File: src/rtl/first_countdown.sv
// Loadable down-counter with sticky underflow flag, one-cycle underflow strobe and RUN indicator.
// Optional build macro AUTO_RELOAD_EN: on underflow, reload the last loaded value and keep running.
module first_countdown #(
   parameter int WIDTH = 4
) (
   input  logic             clk,
   input  logic             reset,
   input  logic             enable,
   input  logic             load,
   input  logic [WIDTH-1:0] load_value,
   output logic [WIDTH-1:0] counter_out,
   output logic             underflow_out,
   output logic             zero_pulse,
   output logic             busy
);

   typedef enum logic [1:0] {
      IDLE = 2'd0,
      RUN  = 2'd1,
      DONE = 2'd2
   } state_t;

   state_t           state_q, state_d;
   logic [WIDTH-1:0] count_q, count_d;
   logic [WIDTH-1:0] reload_q, reload_d;
   logic             underflow_q, underflow_d;
   logic             pulse_q, pulse_d;
   logic             busy_q, busy_d;

   always_ff @(posedge clk) begin
      if (reset) begin
         state_q     <= IDLE;
         count_q     <= '0;
         reload_q    <= '0;
         underflow_q <= 1'b0;
         pulse_q     <= 1'b0;
         busy_q      <= 1'b0;
      end else begin
         state_q     <= state_d;
         count_q     <= count_d;
         reload_q    <= reload_d;
         underflow_q <= underflow_d;
         pulse_q     <= pulse_d;
         busy_q      <= busy_d;
      end
   end

   // Load overrides everything, including an underflow that would happen on the same edge.
   always_comb begin
      state_d     = state_q;
      count_d     = count_q;
      reload_d    = reload_q;
      underflow_d = underflow_q;
      pulse_d     = 1'b0;
      if (load) begin
         count_d     = load_value;
         reload_d    = load_value;
         underflow_d = 1'b0;
         state_d     = RUN;
      end else begin
         case (state_q)
            RUN: begin
               if (enable) begin
                  if (count_q != '0) begin
                     count_d = count_q - WIDTH'(1);
                  end else begin
                     underflow_d = 1'b1;
                     pulse_d     = 1'b1;
`ifdef AUTO_RELOAD_EN
                     count_d     = reload_q;
                     state_d     = RUN;
`else
                     count_d     = '1;
                     state_d     = DONE;
`endif
                  end
               end
            end
            IDLE:    state_d = IDLE;
            DONE:    state_d = DONE;
            default: state_d = IDLE;
         endcase
      end
      busy_d = (state_d == RUN);
   end

   assign counter_out   = count_q;
   assign underflow_out = underflow_q;
   assign zero_pulse    = pulse_q;
   assign busy          = busy_q;

endmodule

File: config.mk
export PLATFORM = sky130hd
export DESIGN_NAME = first_countdown
export DESIGN_NICKNAME = d
export VERILOG_FILES = /design/src/rtl/first_countdown.sv
export SDC_FILE = /design/constraint.sdc
export NUM_CORES = 1
export LEC_CHECK = 0
export CAP_MARGIN = 10
export CORE_AREA = 5 5 42 44
export CTS_CLUSTER_SIZE = 10
export DETAILED_ROUTE_END_ITERATION = 12
export DIE_AREA = 0 0 47 49
export GPL_ROUTABILITY_DRIVEN = 0
export PLACE_DENSITY = 0.68
export SYNTH_ARGS = -nofsm -noshare
export SYNTH_HDL_FRONTEND = slang
export SYNTH_SLANG_ARGS = --single-unit
File: constraint.sdc
create_clock -name clk -period 1.7 [get_ports clk]
set_input_delay 0.34 -clock clk [delete_from_list [all_inputs] [get_ports clk]]
set_output_delay 0.34 -clock clk [all_outputs]
set_load 0.01 [all_outputs]
# --- Word-level counts from Yosys, hierarchy flattened ---
# Index checks and enable logic that the tools add are counted.
op_classes:
  addsub: 1
  eq_ne: 3
  bitwise: 3
  n_mux: 9
  n_reduce_logical: 7
op_table:
  columns: ["op", "n"]
  rows:
  - ["4-bit two-way mux", 4]
  - ["2-bit two-way mux", 3]
  - ["2-bit by 1-bit equality test with 1-bit output (second input constant)", 2]
  - ["2-bit one-hot mux with 2 select lines", 1]
  - ["2-bit nonzero test", 2]
  - ["4-bit nonzero test", 1]
  - ["4-bit OR reduction", 1]
  - ["4-bit by 1-bit subtractor with 4-bit output (second input constant)", 1]
  - ["1-bit inverter", 3]
  - ["3-bit AND reduction", 1]
  - ["2-bit equality test (second input constant)", 1]
  - ["2-bit AND reduction", 1]
  - ["2-bit OR reduction", 1]
  - ["1-bit two-way mux", 1]
word_totals:
  out_inout_bits: 7
  in_bits: 8
  ff_bits: 9

# --- Logic depth before layout (Yosys ltp) ---
depth:
  word_depth: 6
  ltp_mapped: 5

# --- Least setup slack after synthesis ---
# No wires, ideal clock.
synth_timing:
  path_type: "reg2reg"
  startpoint: "reg state_q[1]"
  endpoint: "reg state_q[1]"
  slack_ns: 0.057
  path_buffers: 0
  stages_incl_launch_ff: 6
  setup_time_ns: 0.100
  required_ns: 1.600
  arrival_ns: 1.543
  path_cell_list: "dfxtp_1 -> inv_1 -> ha_1 -> nand2_2 -> or4b_4 -> a2111oi_4"
synth_between:
  elab_chain_len: 4
  elab_cells_between_ends: 6
  cone_classes: "eq/ne (2); mux (4)"
synth_rtl:
  columns: ["element", "line", "rtl"]
  rows:
  - ["start, declared", "23", "state_t state_q, state_d;"]
  - ["start signal, assigned", "39", "state_q <= state_d;"]
  - ["2-bit two-way mux", "64", "if (count_q != '0) begin"]
  - ["2-bit two-way mux", "63", "if (enable) begin"]
  - ["2-bit one-hot mux with 2 select lines (*)", "61", "case (state_q)"]
  - ["2-bit two-way mux (*)", "55", "if (load) begin"]
# Mark *: on every way between the ends. The rest lies on a longest branch, timed or not.
# A chain may end at the register's enable or synchronous reset.

# --- Worst setup path in the final report ---
layout_timing:
  startpoint: "reg count_q[3], in the netlist counter_out[3]"
  endpoint: "out counter_out[3]"
layout_rtl:
  columns: ["element", "line", "rtl"]
  rows:
  - ["start, declared", "24", "logic [WIDTH-1:0] count_q, count_d;"]
  - ["start signal, assigned", "40", "count_q <= count_d;"]
  - ["end, declared", "11", "output logic [WIDTH-1:0] counter_out,"]
# No word-level cell between the ends.

==> results.json <==
{
  "ir_drop_mv": 0.439,
  "first_pass_iters": 4,
  "cp.arrival_ns": 1.29,
  "synth-edff-count": 0,
  "synth_area_um2": 482,
  "p_total_w": 0.000521,
  "io_buffers": 14,
  "regArea_um2": 181,
  "cpLargestDelayFamily": "buffers and inverters",
  "wirelength_um": 1120,
  "cts_setup_buffers": 0,
  "overflow": 0,
  "area_growth_pct": 44.7,
  "fillCellCount": 152,
  "cp_slowest_cell": "clkdlybuf4s50_1",
  "cts_made_buffers": 3,
  "via_per_inst": 5.07,
  "num_vias": 451,
  "num_rows": 14,
  "final_area_um2": 697,
  "drt_iter0_drc": 4,
  "async_flop_share_pct": 0,
  "drv_cap": 0,
  "synth_common_cells": "dfxtp_1 (9), inv_1 (9), a21oi_1 (5), nor3_1 (5), ha_1 (3)",
  "outcome": "complete, no violations",
  "die_y_um": 49,
  "syn_avg_cell_area_um2": 9.26,
  "setup_violations": 0,
  "clock-sinks": 9,
  "drive_above_1_share_pct": 21.9,
  "insertion_delay_ns": 0.27,
  "start_util_pct": 34.4,
  "diodes": 0,
  "rsz0062_at_grt": "true",
  "tightest_slew_ns": 0.290,
  "die-area_um2": 2300,
  "ys_seq_area_share_pct": 37.4,
  "hold_violations": 0,
  "post-route-period-util_pct": 96.1,
  "grt_pass1_vias": 438,
  "synth_area_leaders": "dfxtp_1 (37%), ha_1 (7.8%), inv_1 (7.0%), a2111oi_4 (5.7%), a21oi_1 (5.2%)",
  "hpwlAfterDp_um": 790,
  "crit_required_ns": 1.36,
  "cts_tree": "built",
  "drv_slew": 0,
  "synth_top_area_share_pct": 37.4,
  "criticalPathCategory": "register to primary output",
  "multi_input_area_um2": 259,
  "grt.total_usage_pct": 12.3,
  "htreeDepth": 1,
  "yosysWarnings": 0,
  "hold_path.class": "register to register",
  "path_clk_slew_ns": 0.06,
  "skew_ns": 0.00372,
  "grt_pass1_wl_um": 1950,
  "clockRootBuffer": "clkbuf_4",
  "antenna_found_initial": 0,
  "startpoint_type": "register",
  "place_area_um2": 668,
  "post-route-min-period_ns": 1.63,
  "crit_chain": "clkdlybuf4s50_1",
  "worst_setup_path_end_kind": "primary output",
  "post_drt_wl_per_cell_um": 12.6,
  "holdBufCountCts": 0,
  "path_buf_inv": 1,
  "ys_types": 22,
  "core_area_um2": 1400,
  "synth.largest_area_cell": "dfxtp_1",
  "slowest_delay_ns": 0.58,
  "p_leak_nw": 0.264,
  "drc": 0,
  "nets": 85,
  "die_w_um": 47,
  "p_per_area_nw_per_um2": 748,
  "clockBufferDepth": 2,
  "max_freq_ghz": 0.612,
  "pin_count": 15,
  "ctsResizeCount": 1,
  "syn_nets": 63,
  "synth_seq_cells": 9,
  "path_max_fanout": 6,
  "detail-route-antenna-nets": 0,
  "grt_max_degree": 9,
  "synth_cells": 52,
  "synthFlopType": "dfxtp_1",
  "slew_headroom_pct": 80.7
}
==> routing by layer <==
metal	vias to the layer above	part of all wire, %	GRT usage, %
li1	227	-	-
met1	203	43	15.0
met2	16	44	16.5
met3	5	9.2	4.43
met4	0	3.8	9.68
met5	-	0	0
==> where the power goes <==
group	internal [W]	switching, W	total, W	leakage [nW]
Sequential	0.000223	0.0000136	0.000236	0.0744
Combinational	0.0000641	0.0000460	0.000110	0.175
Clock	0.0000910	0.0000841	0.000175	0.0150
Total	0.000378	0.000144	0.000521	0.264
==> kinds of logic (layout without fill, tap and decap cells) <==
| logic type | Yosys count | in the layout | share of synthesized area (%) |
|---|---|---|---|
| AO/OA/AOI/OAI | 14 | 14 | 24.7 |
| XOR/XNOR | 2 | 2 | 3.64 |
| adder cells (fa/ha/maj) | 3 | 3 | 7.79 |
| buffers and inverters | 11 | 32 | 9.35 |
| flip-flops | 9 | 9 | 37.4 |
| AND/OR/NAND/NOR | 13 | 13 | 17.1 |
==> placed cells by master (no fill, tap or decap), types with 2 or more instances in the layout <==
cell and n:
a211oi_1 2, a21oi_1 5, buf_4 5, clkbuf_4 3, clkdlybuf4s50_1 13, dfxtp_1 8
ha_1 2, inv_1 9, nor2_1 2, nor3_1 5, o21a_1 2, xnor2_1 2
==> path summary, 6_finish.rpt <==
check | startpoint | endpoint | slack [ns] | cells after the start
max | counter_out[3] | counter_out[3] | 0.07 | 1
min | underflow_out | underflow_out | 0.46 | 2
max reg2reg | state_q[1] | state_q[1] | 0.07 | 5
min reg2reg | underflow_out | underflow_out | 0.46 | 2
==> sequential cells by signal, summed over array words and instances, names as in the netlist <==
signal,count
busy,1
counter_out,4
state_q,2
underflow_out,1
zero_pulse,1
==> stage by stage <==
stage	std cells	setup WS, ns	utilization, %	TNS, ns	hold WS (ns)
5_1_grt	89	-0.00265	49.7	-0.00265	0.505
6_report	89	0.0663	49.7	0	0.463
2_1_floorplan	52	0.0572	-	0	0.418
4_1_cts	89	0.0612	49.5	0	0.473
3_5_place_dp	85	-0.258	47.7	-0.440	0.461
3_3_place_gp	85	-0.237	47.7	-0.366	0.446
==> final cells by class <==
class                      instances  share of cell area [%]
sequential                         9                    26.0
multi-input combinational         32                    37.2
tap                               16                    2.87
inverter                           9                    4.85
clock buffer                       4                    3.77
timing repair buffer              19                    25.3
==> worst register-to-register path, cell delays in order, from the launching register on <==
cell and delay (ns):
dfxtp_1 0.33, inv_1 0.06, ha_2 0.19, nand2_2 0.07, or4b_4 0.55, a2111oi_4 0.34
Note: power is estimated with default switching activity, not from simulation.
